==> src/rtl/sensor_hub_core.sv <==
// Command/response controller serving a bank of DHT11 channels over a byte UART:
// per-channel addressing, continuous polling, sensor/inter-byte watchdogs, one pending request.
module sensor_hub_core #(
    parameter int NUM_SENSORS    = 8,
    parameter int ADDR_W         = 3,
    parameter int TIMEOUT_CYCLES = 50_000_000,
    parameter int POLL_CYCLES    = 100_000_000
) (
    input  logic                   i_Clock,
    input  logic                   rst_n,
    input  logic [7:0]             i_Rx_Data,
    input  logic                   i_Rx_Done,
    input  logic                   i_Tx_Done,
    output logic [7:0]             o_Tx_Data,
    output logic                   o_Tx_Start,
    input  logic [31:0]            i_Dth_Data,
    input  logic                   i_Dth_Done,
    input  logic                   i_Dth_Error,
    output logic [NUM_SENSORS-1:0] o_Dth_Start,
    output logic [ADDR_W-1:0]      o_Dth_Sel,
    output logic                   o_Busy,
    output logic                   o_Overrun
);
    localparam int TW = $clog2(TIMEOUT_CYCLES + 1);
    localparam int PW = $clog2(POLL_CYCLES + 1);
    localparam logic [TW-1:0] TO_LIM   = TW'(TIMEOUT_CYCLES);
    localparam logic [PW-1:0] POLL_LIM = PW'(POLL_CYCLES);
    localparam logic [1:0] K_TEMP = 2'd0;
    localparam logic [1:0] K_HUM  = 2'd1;
    localparam logic [1:0] K_STAT = 2'd2;

    typedef enum logic [3:0] {
        S_IDLE        = 4'd0,
        S_GET_ADDR    = 4'd1,
        S_DECODE      = 4'd2,
        S_MEASURE     = 4'd3,
        S_WAIT_SENSOR = 4'd4,
        S_SEND0       = 4'd5,
        S_WAIT_TX0    = 4'd6,
        S_SEND1       = 4'd7,
        S_WAIT_TX1    = 4'd8
    } state_t;

    state_t                r_state;
    logic [7:0]            r_cmd, r_addr, r_resp1, r_tx_data;
    logic [7:0]            r_pend0, r_pend1, r_res_temp, r_res_hum;
    logic [1:0]            r_pend_cnt, r_meas_kind;
    logic                  r_tx_start, r_busy, r_overrun;
    logic                  r_cont, r_cont_hum, r_res_done, r_res_err;
    logic [ADDR_W-1:0]     r_cont_addr, r_dth_sel;
    logic [NUM_SENSORS-1:0] r_dth_start;
    logic [TW-1:0]         r_wd_cnt;
    logic [PW-1:0]         r_poll_cnt;

    logic                  w_addr_bad, w_wd_exp, w_poll_due, w_unused;
    logic [ADDR_W-1:0]     w_addr_sel;

    function automatic logic [NUM_SENSORS-1:0] onehot(input logic [ADDR_W-1:0] sel);
        logic [NUM_SENSORS-1:0] v;
        for (int i = 0; i < NUM_SENSORS; i++) v[i] = (sel == ADDR_W'(i));
        return v;
    endfunction

    function automatic logic [1:0] meas_kind(input logic [7:0] cmd);
        case (cmd)
            8'h01, 8'h04: return K_TEMP;
            8'h02, 8'h05: return K_HUM;
            default:      return K_STAT;
        endcase
    endfunction

    assign w_addr_bad = ({24'd0, r_addr} >= 32'(NUM_SENSORS));
    assign w_addr_sel = ADDR_W'(r_addr);
    assign w_wd_exp   = (r_wd_cnt >= TO_LIM);
    assign w_poll_due = r_cont && (r_poll_cnt >= POLL_LIM);
    // Decimal bytes of the sensor frame are not reported by any command.
    assign w_unused   = ^{i_Dth_Data[23:16], i_Dth_Data[7:0]};

    assign o_Tx_Data   = r_tx_data;
    assign o_Tx_Start  = r_tx_start;
    assign o_Dth_Start = r_dth_start;
    assign o_Dth_Sel   = r_dth_sel;
    assign o_Busy      = r_busy;
    assign o_Overrun   = r_overrun;

    // Sensor results are registered and accepted only while a measurement is outstanding; error wins.
    always_ff @(posedge i_Clock or negedge rst_n) begin
        if (!rst_n) begin
            r_res_done <= 1'b0;
            r_res_err  <= 1'b0;
            r_res_temp <= 8'd0;
            r_res_hum  <= 8'd0;
        end else begin
            r_res_done <= (r_state == S_WAIT_SENSOR) && i_Dth_Done && !i_Dth_Error;
            r_res_err  <= (r_state == S_WAIT_SENSOR) && i_Dth_Error;
            r_res_temp <= i_Dth_Data[15:8];
            r_res_hum  <= i_Dth_Data[31:24];
        end
    end

    // Control FSM: request intake, pending slot, dispatch, watchdogs, polling and response sequencing.
    always_ff @(posedge i_Clock or negedge rst_n) begin
        if (!rst_n) begin
            r_state     <= S_IDLE;
            r_cmd       <= 8'd0;
            r_addr      <= 8'd0;
            r_resp1     <= 8'd0;
            r_tx_data   <= 8'd0;
            r_tx_start  <= 1'b0;
            r_pend0     <= 8'd0;
            r_pend1     <= 8'd0;
            r_pend_cnt  <= 2'd0;
            r_meas_kind <= K_TEMP;
            r_busy      <= 1'b0;
            r_overrun   <= 1'b0;
            r_cont      <= 1'b0;
            r_cont_hum  <= 1'b0;
            r_cont_addr <= '0;
            r_dth_sel   <= '0;
            r_dth_start <= '0;
            r_wd_cnt    <= '0;
            r_poll_cnt  <= '0;
        end else begin
            r_tx_start  <= 1'b0;
            r_dth_start <= '0;
            r_wd_cnt    <= '0;
            if (!r_cont)
                r_poll_cnt <= '0;
            else if (!w_poll_due)
                r_poll_cnt <= r_poll_cnt + 1'b1;

            if (r_busy && i_Rx_Done) begin
                if (r_pend_cnt == 2'd0) begin
                    r_pend0    <= i_Rx_Data;
                    r_pend_cnt <= 2'd1;
                end else if (r_pend_cnt == 2'd1) begin
                    r_pend1    <= i_Rx_Data;
                    r_pend_cnt <= 2'd2;
                end else begin
                    r_overrun  <= 1'b1;
                end
            end

            case (r_state)
                S_IDLE: begin
                    if (r_pend_cnt == 2'd2) begin
                        r_cmd   <= r_pend0;
                        r_addr  <= r_pend1;
                        r_state <= S_DECODE;
                        r_busy  <= 1'b1;
                        // A byte landing as the slot drains becomes the next pending command.
                        if (i_Rx_Done) begin
                            r_pend0    <= i_Rx_Data;
                            r_pend_cnt <= 2'd1;
                        end else begin
                            r_pend_cnt <= 2'd0;
                        end
                    end else if (r_pend_cnt == 2'd1) begin
                        r_cmd      <= r_pend0;
                        r_pend_cnt <= 2'd0;
                        if (i_Rx_Done) begin
                            r_addr  <= i_Rx_Data;
                            r_state <= S_DECODE;
                            r_busy  <= 1'b1;
                        end else begin
                            r_state <= S_GET_ADDR;
                        end
                    end else if (i_Rx_Done) begin
                        r_cmd   <= i_Rx_Data;
                        r_state <= S_GET_ADDR;
                    end else if (w_poll_due) begin
                        r_meas_kind <= r_cont_hum ? K_HUM : K_TEMP;
                        r_dth_sel   <= r_cont_addr;
                        r_dth_start <= onehot(r_cont_addr);
                        r_poll_cnt  <= '0;
                        r_state     <= S_MEASURE;
                        r_busy      <= 1'b1;
                    end
                end
                S_GET_ADDR: begin
                    if (i_Rx_Done) begin
                        r_addr  <= i_Rx_Data;
                        r_state <= S_DECODE;
                        r_busy  <= 1'b1;
                    end else if (w_wd_exp) begin
                        r_state <= S_IDLE;
                    end else begin
                        r_wd_cnt <= r_wd_cnt + 1'b1;
                    end
                end
                S_DECODE: begin
                    r_state    <= S_SEND0;
                    r_tx_start <= 1'b1;
                    if (r_cmd == 8'h06) begin
                        r_cont    <= 1'b0;
                        r_tx_data <= 8'h0A;
                        r_resp1   <= 8'h00;
                    end else if (r_cmd >= 8'h01 && r_cmd <= 8'h05) begin
                        if (w_addr_bad) begin
                            r_tx_data <= 8'hEE;
                            r_resp1   <= r_addr;
                        end else begin
                            r_tx_start  <= 1'b0;
                            r_state     <= S_MEASURE;
                            r_meas_kind <= meas_kind(r_cmd);
                            r_dth_sel   <= w_addr_sel;
                            r_dth_start <= onehot(w_addr_sel);
                            if (r_cmd == 8'h04 || r_cmd == 8'h05) begin
                                r_cont      <= 1'b1;
                                r_cont_hum  <= (r_cmd == 8'h05);
                                r_cont_addr <= w_addr_sel;
                                r_poll_cnt  <= '0;
                            end
                        end
                    end else begin
                        r_tx_data <= 8'hCF;
                        r_resp1   <= r_cmd;
                    end
                end
                S_MEASURE: r_state <= S_WAIT_SENSOR;
                S_WAIT_SENSOR: begin
                    if (r_res_err || w_wd_exp) begin
                        r_tx_data  <= 8'h1F;
                        r_resp1    <= 8'h00;
                        r_tx_start <= 1'b1;
                        r_state    <= S_SEND0;
                    end else if (r_res_done) begin
                        r_tx_start <= 1'b1;
                        r_state    <= S_SEND0;
                        case (r_meas_kind)
                            K_TEMP: begin r_tx_data <= 8'h09; r_resp1 <= r_res_temp; end
                            K_HUM:  begin r_tx_data <= 8'h08; r_resp1 <= r_res_hum;  end
                            default: begin r_tx_data <= 8'h07; r_resp1 <= 8'h00;     end
                        endcase
                    end else begin
                        r_wd_cnt <= r_wd_cnt + 1'b1;
                    end
                end
                S_SEND0: r_state <= S_WAIT_TX0;
                S_WAIT_TX0: begin
                    if (i_Tx_Done) begin
                        r_tx_data  <= r_resp1;
                        r_tx_start <= 1'b1;
                        r_state    <= S_SEND1;
                    end
                end
                S_SEND1: r_state <= S_WAIT_TX1;
                S_WAIT_TX1: begin
                    if (i_Tx_Done) begin
                        r_state <= S_IDLE;
                        r_busy  <= 1'b0;
                    end
                end
                default: begin
                    r_state <= S_IDLE;
                    r_busy  <= 1'b0;
                end
            endcase
        end
    end
endmodule
==> config.mk <==
export PLATFORM = sky130hd
export DESIGN_NAME = sensor_hub_core
export DESIGN_NICKNAME = d
export VERILOG_FILES = /design/src/rtl/sensor_hub_core.sv
export SDC_FILE = /design/constraint.sdc
export NUM_CORES = 1
export LEC_CHECK = 0
export BUFFER_PORTS_ARGS = -buffer_cell sky130_fd_sc_hd__buf_2
export CAP_MARGIN = 20
export CELL_PAD_IN_SITES_DETAIL_PLACEMENT = 1
export CELL_PAD_IN_SITES_GLOBAL_PLACEMENT = 1
export CORE_MARGIN = 3
export CORE_UTILIZATION = 47
export DETAILED_ROUTE_END_ITERATION = 10
export GPL_ROUTABILITY_DRIVEN = 1
export GPL_TIMING_DRIVEN = 0
export PLACE_DENSITY = 0.85
export SETUP_SLACK_MARGIN = 0.1
export SLEW_MARGIN = 20
export SYNTH_ARGS = -nofsm -noshare
export SYNTH_HDL_FRONTEND = slang
export SYNTH_SLANG_ARGS = --single-unit
==> constraint.sdc <==
create_clock -name i_Clock -period 3.2 [get_ports i_Clock]
set_clock_uncertainty 0.1 [all_clocks]
set_input_delay 0.32 -clock i_Clock [delete_from_list [all_inputs] [get_ports i_Clock]]
set_output_delay 0.32 -clock i_Clock [all_outputs]
set_load 0.02 [all_outputs]
=== Word level (Yosys, flattened, before mapping) ===
Index checks and enable logic that the tools add are counted.

* Flip-flop bits (word level): 146
* Latch bits: 0
* RAM bits: 0
* ROM bits: 0
* Input bits: 46
* Output and inout port bits: 22
* Logic and storage cells: 226
* Memories: 0

* Add/sub/neg operators: 2
* $mul: 0
* Divide/modulo/power cells: 0
* Magnitude comparators: 5
* Eq/ne operators: 47
* Shift-type cells: 0
* Mux-type cells: 109
* Bitwise logic cells: 5
* Reductions and logical operators: 35

{| class="wikitable"
|+ Operators with widths
! kind !! count
|-
| $mux 27 || 10
|-
| $mux 8 || 29
|-
| $mux 26 || 4
|-
| $pmux 8 s2 || 4
|-
| $pmux 27 s2 || 1
|-
| $pmux 26 s2 || 1
|-
| $mux 4 || 10
|-
| $pmux 4 s9 || 1
|-
| $mux 3 || 10
|-
| $mux 2 || 14
|-
| $add 27x1->27 const B || 1
|-
| $ge 27x27->1 const B || 1
|-
| $add 26x1->26 const B || 1
|-
| $ge 26x26->1 const B || 1
|-
| $eq 3x3->1 const B || 8
|-
| $eq 8x3->1 const B || 3
|-
| $pmux 8 s3 || 1
|-
| $mux 1 || 18
|-
| $ne 2x2->1 const B || 9
|-
| $eq 4x3->1 const B || 4
|-
| $eq 3x2->1 const B || 4
|-
| $ne 4x4->1 const B || 3
|-
| $reduce_and 4->1 || 3
|-
| $reduce_and 5->1 || 2
|-
| 34 further kinds || 60
|}

=== Depth between registers and ports, before layout ===
* Depth in word-level cells: 9
* Depth in mapped cells: 9

=== Worst setup path before layout ===
Ideal clock, no wire load.

* Kind: register -> register
* Start point: register r_cmd[7]
* End point: register r_tx_data[0] (netlist: o_Tx_Data[0])
* Library setup time: 125 ps
* Arrival time: 2136 ps
* Data required time: 2975 ps
* Path slack: 839 ps
* Stages on the path, launching flop included: 8
* Buffers on the path: 1
* Clock period less this slack: 2361 ps
* Cells stage by stage: dfrtp_1 -> or4_4 -> nor4_4 -> a21oi_1 -> a211o_4 -> a21o_1 -> buf_6 -> mux2_4

* Word-level cells in the longest chain between the ends: 5
* Elaborated cells on any way between the ends: 9

{| class="wikitable"
|+ Ends and longest elaborated chain
! item !! line !! RTL
|-
| from (decl) || 45 || <nowiki>logic [7:0] r_cmd, r_addr, r_resp1, r_tx_data;</nowiki>
|-
| from (signal assigned) || 147 || <nowiki>r_cmd <= r_pend0;</nowiki>
|-
| from (signal assigned) || 159 || <nowiki>r_cmd <= r_pend0;</nowiki>
|-
| from (signal assigned) || 169 || <nowiki>r_cmd <= i_Rx_Data;</nowiki>
|-
| $ge 8x1->1 or $le 8x3->1 (tied branches) || 198 || <nowiki>end else if (r_cmd >= 8'h01 && r_cmd <= 8'h05) begin</nowiki>
|-
| $logic_and 1x1->1 || 198 ||
|-
| $mux 8 || 198 ||
|-
| $mux 8 || 194 || <nowiki>if (r_cmd == 8'h06) begin</nowiki>
|-
| $pmux 8 s3 || 144 || <nowiki>case (r_state)</nowiki>
|-
| to (signal assigned) || 242 || <nowiki>r_tx_data <= r_resp1;</nowiki>
|-
| to (decl) || 45 ||
|}

Several ways; a longest one is shown, not always the timed one.
A chain may end at the register's enable or synchronous reset.

=== Final worst setup path ===
* Start point: register r_state[1]
* End point: register r_dth_start[1] (netlist: o_Dth_Start[1])

* Word-level cells in the longest chain between the ends: 2
* Elaborated cells on any way between the ends: 3

{| class="wikitable"
|+ Ends and longest elaborated chain
! item !! line !! RTL
|-
| from (decl) || 44 || <nowiki>state_t r_state;</nowiki>
|-
| from (signal assigned) || 104 || <nowiki>r_state <= S_IDLE;</nowiki>
|-
| from (signal assigned) || 149 || <nowiki>r_state <= S_DECODE;</nowiki>
|-
| from (signal assigned) || 163 || <nowiki>r_state <= S_DECODE;</nowiki>
|-
| $eq 4x2->1 or $logic_not 4->1 (tied branches) || 144 ||
|-
| $pmux 8 s2 (*) || 144 ||
|-
| to (signal assigned) || 174 || <nowiki>r_dth_start <= onehot(r_cont_addr);</nowiki>
|-
| to (signal assigned) || 207 || <nowiki>r_dth_start <= onehot(w_addr_sel);</nowiki>
|-
| to (decl) || 51 || <nowiki>logic [NUM_SENSORS-1:0] r_dth_start;</nowiki>
|}

Mark *: on every way between the ends. The rest lies on a longest branch, timed or not.

==> impl_metrics.py <==
metrics = {
    "power_and_ir_drop": {
        "ir_drop_mv": 0.5765,
        "power_mw": 6.966,
        "p_leak_nw": 3.564,
        "power_frac_clock_pct": 29.9,
        "switching_share_pct": 36.95,
        "power_frac_comb_pct": 34.1,
        "power.internal_mw": 4.392,
        "p_sw_mw": 2.574,
        "p_seq_share_pct": 36.0,
        "p_per_area_mw_per_mm2": 823.4,
    },
    "drt": {
        "drtPass1Iterations": 5,
        "routed_wl_um": 19330,
        "drt_iter0_drc": 370,
        "routedWlPerCell_um": 19.68,
        "drc": 0,
        "num_vias": 5746,
        "via_per_inst": 5.851,
        "ant_nets": 0,
    },
    "setup_path": {
        "cp_cell_sequence": "clkbuf_1 -> nor4_4 -> and2_1 -> nand4_1 -> or3_1 -> a2111oi_2",
        "cp_top_family": "simple AND/OR/NAND/NOR gates",
        "worstSetupEndpoint": "o_Dth_Start[1]",
        "required_ns": 3.39,
        "crit_arrival_ns": 3.15,
        "reg2reg_to": "o_Dth_Start[1]",
        "setup.worst_path.end_class": "flip-flop",
        "crit_start": "r_state[1]",
        "max_stage_delay_ns": 0.54,
        "reg2reg_depth": 6,
        "r2r_slack_ns": 0.24,
        "crit_slowest_cell": "nor4_4",
        "start_kind": "flip-flop",
        "crit_cells": 6,
        "rr_startpoint": "r_state[1]",
        "cp_num_buf_inv": 1,
        "critPathKind": "flip-flop to flip-flop",
        "critPathMaxFanout": 10,
    },
    "status": {
        "status": "finished, final reports clean",
    },
    "clock_network": {
        "insertion_delay_ns": 0.43,
        "cts-buffers-inserted": 17,
        "clockBufferDepth": 2,
        "cts_post_setup_buffers_inserted": 0,
        "clock-root-buffer": "clkbuf_16",
        "cts_resized": 0,
        "cts_tree": "done",
        "clk_pin_slew_ns": 0.06,
        "cts.hold.buffers_added": 18,
        "htree_num_levels": 4,
        "cts.sinks": 146,
    },
    "floorplan": {
        "die_h_um": 129.3,
        "die_area_mm2": 0.01671,
        "rows": 44,
        "ios": 68,
        "core_area_mm2": 0.01470,
        "die_w_um": 129.3,
        "initial_core_util_pct": 48.58,
    },
    "sta": {
        "slew_headroom_pct": 46.77,
        "rsz0062_at_grt": "no",
        "setup-violations-final": 0,
        "hold_viol_final": 0,
        "period_share_pct": 92.44,
        "tightest_slew_ns": 0.7924,
        "setup_tns_ns": 0,
        "finalCriticalPeriod_ns": 2.958,
        "final_max_slew_viol_count": 0,
        "timing.fmax_mhz": 338.0,
    },
    "logic_synthesis": {
        "ys_seq_area_share_pct": 51.17,
        "yosysWarningCount": 0,
        "ys_types": 66,
        "syn_inst": 696,
        "synthTopCellsByCount": "dfrtp_1 (146), nor2_1 (93), nand2_1 (56)",
        "syn_nets": 754,
        "synth_top_area_share_pct": 51.17,
        "synth_ff_type": "dfrtp_1",
        "synth_most_common_cell": "dfrtp_1",
        "synth_area_mm2": 0.007141,
        "synth.top_cells.by_area": "dfrtp_1 (51%), nor2_1 (4.9%), mux2_2 (3.6%)",
        "synth_edf_count": 0,
        "syn_avg_cell_area_um2": 10.26,
        "ys_seq_elements": 146,
        "synth_top_area_cell": "dfrtp_1",
        "synth-async-reset-ratio_pct": 100.0,
    },
    "finish": {
        "fin_cells": 982,
        "nets": 843,
        "n_antenna_cell": 0,
        "syn2layout_area_growth_pct": 18.49,
        "fillers": 1597,
        "drive_gt1_share_pct": 17.29,
        "final_util_pct": 57.56,
    },
    "job": {
        "drv_cap": 0,
    },
    "placement": {
        "dp.cells": 932,
        "dp_hpwl_um": 12630,
        "globalplace.congestion": 0.8525,
        "port_buffers": 51,
    },
    "grt": {
        "grt_pass1_wl_um": 31960,
        "grt_overflow_total": 0,
        "grt_pass1_vias": 6326,
        "gr-usage-all-layers_pct": 24.38,
        "grt_max_degree": 104,
        "antenna_found_initial": 0,
    },
    "min_path": {
        "hp-class": "input port to flip-flop",
    },
}
-- worst min path at each step --
stage / startpoint / to / cells after the start / slack, ns
2_1_floorplan: rst_n / async pin / 0 / -0.08
3_3_place_gp: i_Dth_Data[26] / r_res_hum[2] / 1 / 0.33
5_1_grt: i_Dth_Done / r_res_done / 2 / 0.05
3_5_place_dp: rst_n / r_poll_cnt[19] / 1 / 0.13
6_report: i_Dth_Done / r_res_done / 2 / 0.05
4_1_cts: i_Dth_Done / r_res_done / 2 / 0.04
-- routing by layer --
layer | vias up | global-route usage (%) | part of all wire, %
met2 | 138 | 43.38 | 53
met3 | 36 | 4.452 | 3.7
li1 | 2636 | - | -
met1 | 2936 | 29.33 | 41
met5 | - | 0 | 0
met4 | 0 | 9.450 | 2.2
-- final cells by class --
type	instances	area [um2]	area share (%)
inverter	24	90.09	1.065
buffer	29	137.6	1.627
timing repair buffer	70	473.0	5.590
clock buffer	18	439.2	5.191
sequential	146	3654	43.18
multi-input combinational	497	3259	38.52
clock inverter	14	177.7	2.100
tap	184	230.2	2.721
-- cell families after synthesis --
group	count (synthesis)	synth area share [%]
simple gates	274	19.08
mux	47	7.552
buf+inv	53	3.189
compound gates	114	10.78
fa+ha+maj	12	2.103
xor+xnor	50	6.133
flops	146	51.17
-- sequential cells by signal, summed over array words and instances (netlist names), 2 cells and up, named ones only --
signal       flops
o_Dth_Sel        3
o_Dth_Start      8
o_Tx_Data        8
r_addr           8
r_cmd            8
r_cont_addr      3
r_meas_kind      2
r_pend1          8
r_poll_cnt      27
r_res_hum        8
r_res_temp       8
r_resp1          8
r_state          4
r_wd_cnt        26
-- power by group through the flow --
stage               Combinational, mW  Clock, mW  Sequential [mW]
floorplan                        1.60          0             2.48
global placement                 2.15          0             2.48
detailed placement               2.27          0             2.51
CTS                              2.35       2.10             2.50
global route                     2.58       2.19             2.55
finish                           2.37       2.08             2.51
-- metrics by stage --
stage	cell area, um2	hold slack, ns	worst slack (ns)
2_1_floorplan	7141	-0.07559	0.8392
3_3_place_gp	7626	0.3284	-0.2737
3_5_place_dp	7664	0.1347	0.3533
4_1_cts	8461	0.03774	0.3302
5_1_grt	8461	0.05257	0.1430
6_report	8461	0.04550	0.2418
-- placed cells by master (no fill, tap or decap), drive strengths merged, types with 20 or more instances in the layout --
master / count
dfrtp: 146
buf: 65
nand3: 27
mux2: 31
o21ai: 24
inv: 28
xnor2: 25
a21oi: 25
nor2: 95
xor2: 25
clkbuf: 34
nor3: 20
nand2: 56
(Power assumes the default switching activity.)
